`src/rtl/serial_frame_pkg.sv`:
```
// rtl/serial_frame_pkg.sv - shared thermostat frame constants, field offsets and encoder state type
//
// Used by serial_encode (transmitter) and serial_decode (receiver) so both
// sides agree on the frame layout. The frame is 192 bits, sent MSB first.
package serial_frame_pkg;

    localparam int FRAME_BITS = 192;

    localparam logic [31:0] PREAMBLE = 32'hAAAAAAAA;
    localparam logic [15:0] TYPE_1   = 16'hD391;
    localparam logic [15:0] TYPE_2   = 16'hD391;
    localparam logic [31:0] CONSTANT = 32'h0DFFFFFE;

    // Field bit positions within the 192-bit frame.
    localparam int PREAMBLE_MSB = 191;
    localparam int PREAMBLE_LSB = 160;
    localparam int TYPE_1_MSB   = 159;
    localparam int TYPE_1_LSB   = 144;
    localparam int TYPE_2_MSB   = 143;
    localparam int TYPE_2_LSB   = 128;
    localparam int CONSTANT_MSB = 127;
    localparam int CONSTANT_LSB = 96;
    localparam int ID_MSB       = 95;
    localparam int ID_LSB       = 64;
    localparam int ROOM_MSB     = 63;
    localparam int ROOM_LSB     = 48;
    localparam int SET_MSB      = 47;
    localparam int SET_LSB      = 32;
    localparam int STATE_MSB    = 31;
    localparam int STATE_LSB    = 24;
    localparam int TAIL_1_MSB   = 23;
    localparam int TAIL_1_LSB   = 16;
    localparam int TAIL_2_MSB   = 15;
    localparam int TAIL_2_LSB   = 8;
    localparam int TAIL_3_MSB   = 7;
    localparam int TAIL_3_LSB   = 0;

    typedef enum logic [1:0] {
        ST_IDLE = 2'd0,
        ST_SEND = 2'd1,
        ST_DONE = 2'd2
    } enc_state_e;

    // Assemble a full frame from the variable fields plus fixed header.
    function automatic logic [FRAME_BITS-1:0] build_frame(
        input logic [31:0] thermostat_id,
        input logic [15:0] room_temp,
        input logic [15:0] set_temp,
        input logic [7:0]  state,
        input logic [7:0]  tail_1,
        input logic [7:0]  tail_2,
        input logic [7:0]  tail_3
    );
        logic [FRAME_BITS-1:0] f;
        f = '0;
        f[PREAMBLE_MSB:PREAMBLE_LSB] = PREAMBLE;
        f[TYPE_1_MSB:TYPE_1_LSB]     = TYPE_1;
        f[TYPE_2_MSB:TYPE_2_LSB]     = TYPE_2;
        f[CONSTANT_MSB:CONSTANT_LSB] = CONSTANT;
        f[ID_MSB:ID_LSB]             = thermostat_id;
        f[ROOM_MSB:ROOM_LSB]         = room_temp;
        f[SET_MSB:SET_LSB]           = set_temp;
        f[STATE_MSB:STATE_LSB]       = state;
        f[TAIL_1_MSB:TAIL_1_LSB]     = tail_1;
        f[TAIL_2_MSB:TAIL_2_LSB]     = tail_2;
        f[TAIL_3_MSB:TAIL_3_LSB]     = tail_3;
        return f;
    endfunction

endpackage

```
`src/rtl/serial_bit_timer.sv`:
```
// rtl/serial_bit_timer.sv - bit period counter for the serial frame transmitter
//
// Ports:
//   clock      in   system clock
//   reset_n    in   asynchronous active-low reset
//   clear      in   hold the counter at zero
//   period_end out  high on the last clock of each bit period
module serial_bit_timer #(
    parameter int CLOCKS_PER_BIT = 4
) (
    input  logic clock,
    input  logic reset_n,
    input  logic clear,
    output logic period_end
);

    localparam int CW = (CLOCKS_PER_BIT > 1) ? $clog2(CLOCKS_PER_BIT) : 1;
    localparam logic [CW-1:0] LAST = CW'(CLOCKS_PER_BIT - 1);

    logic [CW-1:0] cnt_q;
    logic [CW-1:0] cnt_d;

    // Wraps at LAST so the counter never runs past its terminal value.
    always_comb begin
        cnt_d = cnt_q;
        if (clear || (cnt_q == LAST)) begin
            cnt_d = '0;
        end else begin
            cnt_d = cnt_q + 1'b1;
        end
    end

    always_ff @(posedge clock or negedge reset_n) begin
        if (!reset_n) begin
            cnt_q <= '0;
        end else begin
            cnt_q <= cnt_d;
        end
    end

    // With CLOCKS_PER_BIT=1 this is constantly high; the caller gates it.
    assign period_end = (cnt_q == LAST);

endmodule

```
`src/rtl/serial_encode.sv`:
```
// rtl/serial_encode.sv - thermostat frame serial transmitter
//
// Ports:
//   clock, reset_n          system clock, asynchronous active-low reset
//   frame_valid/frame_ready handshake accepting one frame's variable fields
//   thermostat_id .. tail_3 variable frame fields, sampled on the accept edge
//   busy                    frame in transmission
//   done                    one-cycle pulse after the last bit period
//   serial_data             current frame bit, MSB first
//   serial_clock            one-cycle strobe on the last clock of each bit
module serial_encode
    import serial_frame_pkg::*;
#(
    parameter int CLOCKS_PER_BIT = 4
) (
    input  logic        clock,
    input  logic        reset_n,
    input  logic        frame_valid,
    output logic        frame_ready,
    input  logic [31:0] thermostat_id,
    input  logic [15:0] room_temp,
    input  logic [15:0] set_temp,
    input  logic [7:0]  state,
    input  logic [7:0]  tail_1,
    input  logic [7:0]  tail_2,
    input  logic [7:0]  tail_3,
    output logic        busy,
    output logic        done,
    output logic        serial_data,
    output logic        serial_clock
);

    localparam logic [7:0] LAST_BIT = 8'(FRAME_BITS - 1);

    enc_state_e            state_q;
    logic [FRAME_BITS-1:0] shift_q;
    logic [7:0]            bit_q;
    logic                  period_end;
    logic                  strobe;

    // Counter only runs in SEND, so each frame starts on a fresh period.
    serial_bit_timer #(
        .CLOCKS_PER_BIT(CLOCKS_PER_BIT)
    ) u_timer (
        .clock     (clock),
        .reset_n   (reset_n),
        .clear     (state_q != ST_SEND),
        .period_end(period_end)
    );

    assign strobe = period_end && (state_q == ST_SEND);

    always_ff @(posedge clock or negedge reset_n) begin
        if (!reset_n) begin
            state_q <= ST_IDLE;
            shift_q <= '0;
            bit_q   <= '0;
        end else begin
            case (state_q)
                ST_IDLE: begin
                    if (frame_valid) begin
                        shift_q <= build_frame(thermostat_id, room_temp, set_temp,
                                               state, tail_1, tail_2, tail_3);
                        bit_q   <= '0;
                        state_q <= ST_SEND;
                    end
                end
                ST_SEND: begin
                    if (strobe) begin
                        shift_q <= {shift_q[FRAME_BITS-2:0], 1'b0};
                        if (bit_q == LAST_BIT) begin
                            state_q <= ST_DONE;
                        end else begin
                            bit_q <= bit_q + 8'd1;
                        end
                    end
                end
                ST_DONE: begin
                    state_q <= ST_IDLE;
                end
                default: begin
                    state_q <= ST_IDLE;
                end
            endcase
        end
    end

    // Outputs decode registered state only; no input reaches them directly.
    assign frame_ready  = (state_q == ST_IDLE);
    assign busy         = (state_q == ST_SEND);
    assign done         = (state_q == ST_DONE);
    assign serial_data  = busy && shift_q[FRAME_BITS-1];
    assign serial_clock = strobe;

endmodule
```
`config.mk`:
```
export PLATFORM = sky130hd
export DESIGN_NAME = serial_encode
export DESIGN_NICKNAME = d
export VERILOG_FILES = /design/src/rtl/serial_frame_pkg.sv /design/src/rtl/serial_bit_timer.sv /design/src/rtl/serial_encode.sv
export SDC_FILE = /design/constraint.sdc
export NUM_CORES = 1
export LEC_CHECK = 0
export ABC_AREA = 1
export ABC_CLOCK_PERIOD_IN_PS = 1400
export CAP_MARGIN = 10
export CORE_MARGIN = 4
export CORE_UTILIZATION = 45
export CTS_CLUSTER_SIZE = 25
export DETAILED_ROUTE_END_ITERATION = 6
export GPL_ROUTABILITY_DRIVEN = 0
export PLACE_DENSITY = 0.71
export SKIP_CTS_REPAIR_TIMING = 1
export SYNTH_ARGS = -nofsm -noshare
export SYNTH_HDL_FRONTEND = slang
export SYNTH_SLANG_ARGS = --single-unit
```
`constraint.sdc`:
```
create_clock -name clock -period 1.4 [get_ports clock]
set_input_delay 0.28 -clock clock [delete_from_list [all_inputs] [get_ports clock]]
set_output_delay 0.28 -clock clock [all_outputs]
set_load 0.05 [all_outputs]
```
Word level (Yosys, flattened, before mapping)
Index checks and enable logic that the tools add are counted.
{ "classes": {"n_eq_ne": 9, "mul": 0, "n_reduce_logical": 8, "div_mod_pow": 0, "bitwise": 0, "muxes": 12, "n_lt_le_gt_ge": 0, "shift": 0, "add_sub_neg": 2} }
{ "op_table": {"columns": ["cell", "n"], "rows": [
  ["$mux W192", 2],
  ["$pmux W192 S2", 1],
  ["$mux W8", 3],
  ["$pmux W8 S2", 1],
  ["$add A8 B1 Y8 const B", 1],
  ["$eq A8 B8 Y1 const B", 1],
  ["$mux W2", 4],
  ["$ne A2 B1 Y1 const B", 3],
  ["$reduce_and A3 Y1", 2],
  ["$eq A2 B2 Y1 const B", 2],
  ["$ne A2 B2 Y1 const B", 2],
  ["$pmux W2 S2", 1],
  ["$reduce_and A4 Y1", 1],
  ["$add A2 B1 Y2 const B", 1],
  ["$eq A2 B1 Y1 const B", 1],
  ["$logic_and A1 B1 Y1", 2],
  ["$logic_not A2 Y1", 1],
  ["$reduce_bool A2 Y1", 1],
  ["$logic_or A1 B1 Y1", 1]
]} }
{ "totals": {"romBits": 0, "wordCells": 35, "mem_count": 0, "latchBits": 0, "register_bits": 204, "out_inout_bits": 5, "in_bits": 99, "ram_bits": 0} }

Depth between registers and ports, before layout
Gate-level depths: netlist (run 1).
{ "depth": {"word_depth": 4, "depth_mapped": 8, "mapped_depth_nobuf": 7} }

Modules after synthesis
Synthesis (run 1) repeated with hierarchy kept, for this count alone.
{ "hier_totals": {"cells_unflattened": 1017, "area_unflattened_um2": 9021.2} }
{ "modules_own_cells": {"columns": ["mod", "instances", "area_per_inst_um2", "cells_each", "seq_area_each_um2"], "rows": [
  ["serial_encode", 1, 8936.1, 1008, 5054.8],
  ["serial_bit_timer", 1, 85.1, 9, 50.0]
]} }

Worst setup path after synthesis (run 1)
Ideal clock, no wire load.
{ "synth_path": {"path_type": "register to register", "start": "reg state_q[0]", "end": "reg shift_q[114]", "n_path_buf": 2, "setup_ns": 0.082, "arrival_ns": 1.987, "setup_slack_ns": -0.669, "period_less_slack_ns": 2.069, "stages_incl_launch_ff": 8, "t_required_ns": 1.318, "cell_sequence": "dfrtp_1 -> nor2_1 -> nand2_1 -> nand2_4 -> inv_2 -> buf_2 -> buf_6 -> a22oi_2"} }
{ "synth_via": {"elab_cells_between_ends": 8, "classes_between": "3 x eq/ne; 1 x mux; 4 x reduce/logical"} }
{ "synth_lines": {"columns": ["item", "line_no", "text"], "rows": [
  ["start: declaration", "serial_encode.sv:35", "enc_state_e state_q;"],
  ["start signal: assignment", "serial_encode.sv:55", "state_q <= ST_IDLE;"],
  ["start signal: assignment", "serial_encode.sv:65", "state_q <= ST_SEND;"],
  ["start signal: assignment", "serial_encode.sv:72", "state_q <= ST_DONE;"],
  ["$logic_not A2 Y1 *", null, null],
  ["named net frame_ready", "serial_encode.sv:19", "output logic frame_ready,"],
  ["$ne A2 B2 Y1 (no line) or $reduce_bool A2 Y1 (tied branches)", null, null],
  ["$reduce_and A3 Y1 (no line)", null, null],
  ["end signal: assignment", "serial_encode.sv:62", "shift_q <= build_frame(thermostat_id, room_temp, set_temp,"],
  ["end signal: assignment", "serial_encode.sv:70", "shift_q <= {shift_q[FRAME_BITS-2:0], 1'b0};"],
  ["end: declaration", "serial_encode.sv:36", "logic [FRAME_BITS-1:0] shift_q;"]
]} }
Mark *: on every way through the listed nets, which the timed path passes. The rest lies on a longest branch.
A chain may end at the register's enable or synchronous reset.

Worst setup path in the final report (run 1)
{ "layout_path": {"start": "reg state_q[0]", "end": "out serial_clock"} }
{ "layout_via": {"elab_chain_cells": 2} }
{ "layout_rtl": {"columns": ["item", "line_no", "text"], "rows": [
  ["$eq A2 B1 Y1", "serial_encode.sv:51", "assign strobe = period_end && (state_q == ST_SEND);"],
  ["$logic_and A1 B1 Y1", "serial_encode.sv:51", null],
  ["end: declaration", "serial_encode.sv:30", "output logic serial_clock"]
]} }
No other way between the ends.

==> results.tsv, run 1 <==
stage	metric	value	unit
place	placed inst area	10500	um2
finish	Final Util	65.3	%
finish	commonest non-fill, non-tap cell in the layout	dfrtp_1	
setup_path	Crit Path Class	reg -> out	
floorplanning	Rows	51	
timing	final slew viol count	0	
timing	max_slew headroom	67.9	%
setup_path	crit-path max FO	5	
detailed_routing	Vias per Instance	5.32	
finish	antenna cells	0	
floorplanning	Initial Util	45.7	%
global_routing	grt ovf	0	
finish	fill count	1396	
timing	Setup-failing EPs final	205	
setup_path	Critical R2R Capture	shift_q[10]	
floorplanning	Die Ht	148	um
timing	clock skew	0.00736	ns
clock_network	CTS sink count	204	
setup_path	CP endpoint kind	output pin	
global_routing	initial antenna violation count	0	
detailed_routing	Starting DRT DRC Count	445	
detailed_routing	per-cell routed wire length	17.2	um
finish	most frequent cells in the layout	dfrtp_1 (203), inv_1 (202), nand2_1 (114)	
detailed_routing	Post-route DRC	0	
run_status	failing checks	negative setup slack	
floorplanning	Die ar.	22000	um2
detailed_routing	first-pass iteration count of the detailed router	5	
place	post-detail-place hpwl	11.3	mm
place	Post-Place Worst Slack	-0.217	ns
floorplanning	Core ar.	19400	um2
global_routing	first-pass GRT wire length	30.0	mm
synth	Post-Syn Instances	923	
power_and_ir_drop	Power Density	943	nW/um2
place	IO Port Bufs	103	
floorplanning	Die X	148	um
clock_network	CTS root buffer	clkbuf_16	
power_and_ir_drop	Lkg Pwr	0.00625	uW
timing	Final Hold Viols	0	
setup_path	Worst Path Required	1.12	ns
finish	layout cell share with drive strength beyond 1	22.3	%
clock_network	TritonCTS clock tree	yes	
synth	mean cell area of the mapped netlist	9.60	um2
finish	fin area	12700	um2
clock_network	Skew-Pair Late Insertion Delay	0.49	ns
clock_network	total CTS buffers	21	
detailed_routing	DRT antenna net count	0	
synth	largest area contributor in the netlist	dfrtp_1	
synth	Post-Syn Area	8860	um2
clock_network	CTS clk-pin slew, worst paths	0.06	ns
synth	Post-Syn Nets	1024	
run_status	status	finished, violations left	
power_and_ir_drop	Max IR drop VDD	0.945	mV
clock_network	htree depth	1	
setup_path	Setup crit start kind	flip-flop	
timing	RSZ-0062 raised after global routing	yes	
synth	Synth top area share	57.6	%
finish	Area Growth Syn to Fin	43.0	%
setup_path	Reg2Reg Depth	8	
synth	post-synthesis register bit count	204	
synth	sequential-to-total area share from yosys stat	57.6	%
global_routing	largest net degree at the start of global routing	56	
setup_path	R2R setup slack	-0.38	ns
timing	min Tclk post-route	1.80	ns
global_routing	number of global-route vias before repair	6330	
run	number of maximum-capacitance violations	0	
clock_network	Clock Tree Buf Depth	3	
timing	Least-Margin Pin Slew	0.481	ns
setup_path	Worst EP arrival	1.52	ns
detailed_routing	total routed wirelength	23.3	mm
synth	Netlist cell types	24	
global_routing	All-Layer GR Usage	15.9	%
timing	setup TNS	-53.41	ns
timing	Fmax achieved	0.556	GHz
setup_path	Reg-to-Reg Start	state_q[0]	
floorplanning	num ports	104	
timing	period utilisation layout	128	%
power_and_ir_drop	Total Power	12000	uW
min_path	Worst Hold Class	in -> async	
synth	top cells by area, synth	dfrtp_1 (58%), inv_1 (8.6%), o211ai_1 (8.1%), nand2_1 (5.2%), o21ai_1 (4.2%)	
synth	yosys warns	0	
timing	fin worst setup slack	-0.399	ns
detailed_routing	via count	7223	
finish	fin nets	1180	
-- metrics by stage --
stage	instances	hold slack (ns)
after global placement	1263	0.203
after global routing	1357	0.293
after floorplan	923	-0.0156
after CTS	1299	-0.318
after detailed placement	1263	0.203
final	1357	0.263
-- cell usage after synthesis, drive strengths merged --
cell type / n
nand2: 126
inv: 206
nor2: 10
a22oi: 58
or2: 1
nor3: 1
dfrtp: 204
clkbuf: 17
o21ai: 105
buf: 47
o211ai: 96
ha: 2
nand3: 11
o22ai: 38
o21bai: 1
-- logic make-up (layout without fill, tap and decap cells) --
group	after synthesis	after routing	share of synthesized area [%]
AO/OA/AOI/OAI	298	298	22.9
adder cells (fa/ha/maj)	2	2	0.282
AND/OR/NAND/NOR	149	152	6.68
flip-flops	204	204	57.6
buffers and inverters	270	436	12.6
-- area by class of cell --
type                    instances  area [um2]  area share, %
inverters                     206         793           6.26
flip-flops and latches        204        5110           40.3
well taps                     265         332           2.62
clock inverters                 2        37.5          0.296
clock buffers                  34         654           5.16
multi-input cells             452        3180           25.1
repair buffers                194        2570           20.3
-- layer usage --
metal  vias up  GRT usage [%]  wire length [um]
li1       3378              -                 -
met4         0           4.39               433
met2       218           24.5             11500
met3        40           2.68              1370
met1      3587           23.5             10000
met5         -              0                 0
-- flip-flops by register name, indices dropped and copies added (netlist names) --
signal / count
shift_q: 192
u_timer.cnt_q: 2
state_q: 2
bit_q: 8
-- worst max-delay path, cell delays in order (launching register included) --
cell and delay (ns):
dfrtp_1 0.40, inv_2 0.07, nor2_4 0.19, nand2_4 0.11, inv_8 0.11, buf_12 0.14
-- report_power, final --
| group | internal [uW] | switching [uW] | leakage, uW |
|---|---|---|---|
| Sequential | 5890 | 0 | 0.00239 |
| Combinational | 265 | 175 | 0.00352 |
| Clock | 3360 | 2260 | 0.000336 |
-- worst max path at each step --
stage	depth (start not counted)	endpoint	start
3_5_place_dp	6	shift_q[44]	frame_valid
4_1_cts	4	serial_clock	state_q[1]
3_3_place_gp	6	shift_q[45]	frame_valid
6_report	5	serial_clock	state_q[0]
5_1_grt	5	serial_clock	state_q[0]
2_1_floorplan	6	shift_q[14]	state_q[1]
Note: power is estimated with default switching activity, not from simulation.
==> inputs of run 2 (changes only) <==
GPL_TIMING_DRIVEN = 0   (was unset)
SLEW_MARGIN = 10   (was unset)
==> results.tsv, run 2 (synthesis gave the netlist of run 1 again) <==
stage	metric	value	unit
setup_path	Critical Path Max Stage Delay	0.41	ns
finish	Area Growth Syn to Fin	47.8	%
run	number of maximum-capacitance violations	0	
floorplanning	Die Ht	148	um
setup_path	crit path from	state_q[0]	
finish	fin nets	1212	
detailed_routing	per-cell routed wire length	17.1	um
timing	fin worst setup slack	-0.517	ns
setup_path	Setup crit start kind	flip-flop	
floorplanning	Die X	148	um
setup_path	cell mode on critical path	buf_12	
global_routing	initial antenna violation count	0	
clock_network	CTS sink count	204	
setup_path	crit-path max FO	6	
timing	RSZ-0062 raised after global routing	yes	
power_and_ir_drop	Clk pwr share	48.5	%
global_routing	first-pass GRT wire length	32.0	mm
finish	Final Util	67.5	%
floorplanning	Die ar.	22000	um2
power_and_ir_drop	Lkg Pwr	0.00648	uW
floorplanning	Rows	51	
global_routing	largest net degree at the start of global routing	104	
finish	Layout Cells excl Fill	1392	
power_and_ir_drop	Total Power	12300	uW
timing	Setup-failing EPs final	205	
timing	period utilisation layout	137	%
detailed_routing	total routed wirelength	23.9	mm
setup_path	Crit Path Class	reg -> out	
global_routing	number of global-route vias before repair	6643	
timing	Least-Margin Pin Slew	0.783	ns
global_routing	grt ovf	0	
setup_path	CP endpoint kind	output pin	
place	post-detail-place hpwl	12.5	mm
setup_path	Worst Path Required	1.12	ns
run_status	failing checks	negative hold slack, negative setup slack	
timing	final slew viol count	0	
timing	max_slew headroom	47.8	%
finish	register name with the most flops	shift_q	
floorplanning	num ports	104	
timing	hold slack final	-0.179	ns
clock_network	CTS root buffer	clkbuf_16	
clock_network	Clock Tree Buf Depth	3	
power_and_ir_drop	Internal Power	9750	uW
detailed_routing	Starting DRT DRC Count	570	
clock_network	TritonCTS clock tree	yes	
floorplanning	Initial Util	45.7	%
timing	min Tclk post-route	1.92	ns
power_and_ir_drop	Switching Fraction	20.5	%
detailed_routing	via count	7319	
setup_path	R2R setup slack	-0.40	ns
finish	layout cell share with drive strength beyond 1	27.2	%
timing	clock skew	0.0132	ns
run_status	status	finished, violations left	
detailed_routing	Post-route DRC	0	
power_and_ir_drop	Max IR drop VDD	0.746	mV
finish	Largest regs	shift_q (192), bit_q (8)	
min_path	Worst Hold Class	in -> async	
clock_network	htree depth	1	
global_routing	All-Layer GR Usage	17.2	%
power_and_ir_drop	Power Density	935	nW/um2
finish	max FFs per register	192	
clock_network	Skew-Pair Late Insertion Delay	0.50	ns
detailed_routing	Vias per Instance	5.26	
place	dpl cells	1292	
finish	antenna cells	0	
power_and_ir_drop	switching pwr	2510	uW
timing	Fmax achieved	0.522	GHz
setup_path	Crit-path slowest cell	dfrtp_2	
detailed_routing	DRT antenna net count	0	
setup_path	Reg-to-Reg Start	state_q[0]	
finish	most frequent cells in the layout	inv_1 (203), dfrtp_1 (202), o21ai_1 (99)	
timing	Final Hold Viols	101	
clock_network	total CTS buffers	22	
setup_path	Worst EP arrival	1.64	ns
place	Post-Place Worst Slack	-0.929	ns
finish	commonest non-fill, non-tap cell in the layout	inv_1	
clock_network	CTS clk-pin slew, worst paths	0.06	ns
power_and_ir_drop	combinational group share of total power	3.4	%
floorplanning	Core ar.	19400	um2
detailed_routing	first-pass iteration count of the detailed router	5	
power_and_ir_drop	Flop pwr share	48.1	%
setup_path	crit path cell chain	inv_2, nor2_4, nand2_4, inv_4, buf_12, buf_12	
place	IO Port Bufs	103	
timing	setup TNS	-56.88	ns
run 2: routing by layer:
layer  vias to the layer above  share of wire (%)  global-route usage (%)  wire length (um)
met1                      3612                 42                    25.3             10100
li1                       3429                  -                       -                 -
met2                       226                 49                    26.1             11700
met3                        52                6.2                    3.90              1490
met4                         0                2.5                    4.06               607
met5                         -                  0                       0                 0
run 2: final timing paths:
check                                        end  cells after the start
worst max-delay path                serial_clock                      6
worst min-delay path                shift_q[148]                      1
worst max register to register       shift_q[69]                     11
worst min register to register  u_timer.cnt_q[0]                      1
max in group asynchronous            shift_q[86]                      2
min in group clock                    shift_q[0]                      3
run 2: layout make-up:
| cell class | count | area, um2 |
|---|---|---|
| Clock inverter | 7 | 63.8 |
| Sequential cell | 204 | 5110 |
| Timing Repair Buffer | 167 | 2160 |
| Tap cell | 265 | 332 |
| Fill cell | 1395 | 6300 |
| Clock buffer | 33 | 693 |
| Inverter | 206 | 788 |
| Multi-Input combinational cell | 450 | 3230 |
| Buffer | 60 | 728 |
run 2: critical path: cells and delay by family (launching register included):
kind,cells,cell delay [ns]
AND/OR/NAND/NOR,2,0.29
buffers and inverters,4,0.43
flip-flops,1,0.41
run 2: power by group through the flow:
stage / clock, uW / combinational, uW / sequential, uW
global route: 6340 / 452 / 5890
detailed placement: 0 / 421 / 6000
finish: 5940 / 415 / 5900
CTS: 6030 / 422 / 5900
floorplan: 0 / 0.130 / 6010
global placement: 0 / 411 / 6010
run 2: stage by stage:
stage	hold slack, ns	area, um2
finish	-0.179	13100
global route	-0.122	13100
CTS	-0.137	11100
detailed placement	0.385	10300
global placement	0.423	10300
floorplan	-0.0156	8950
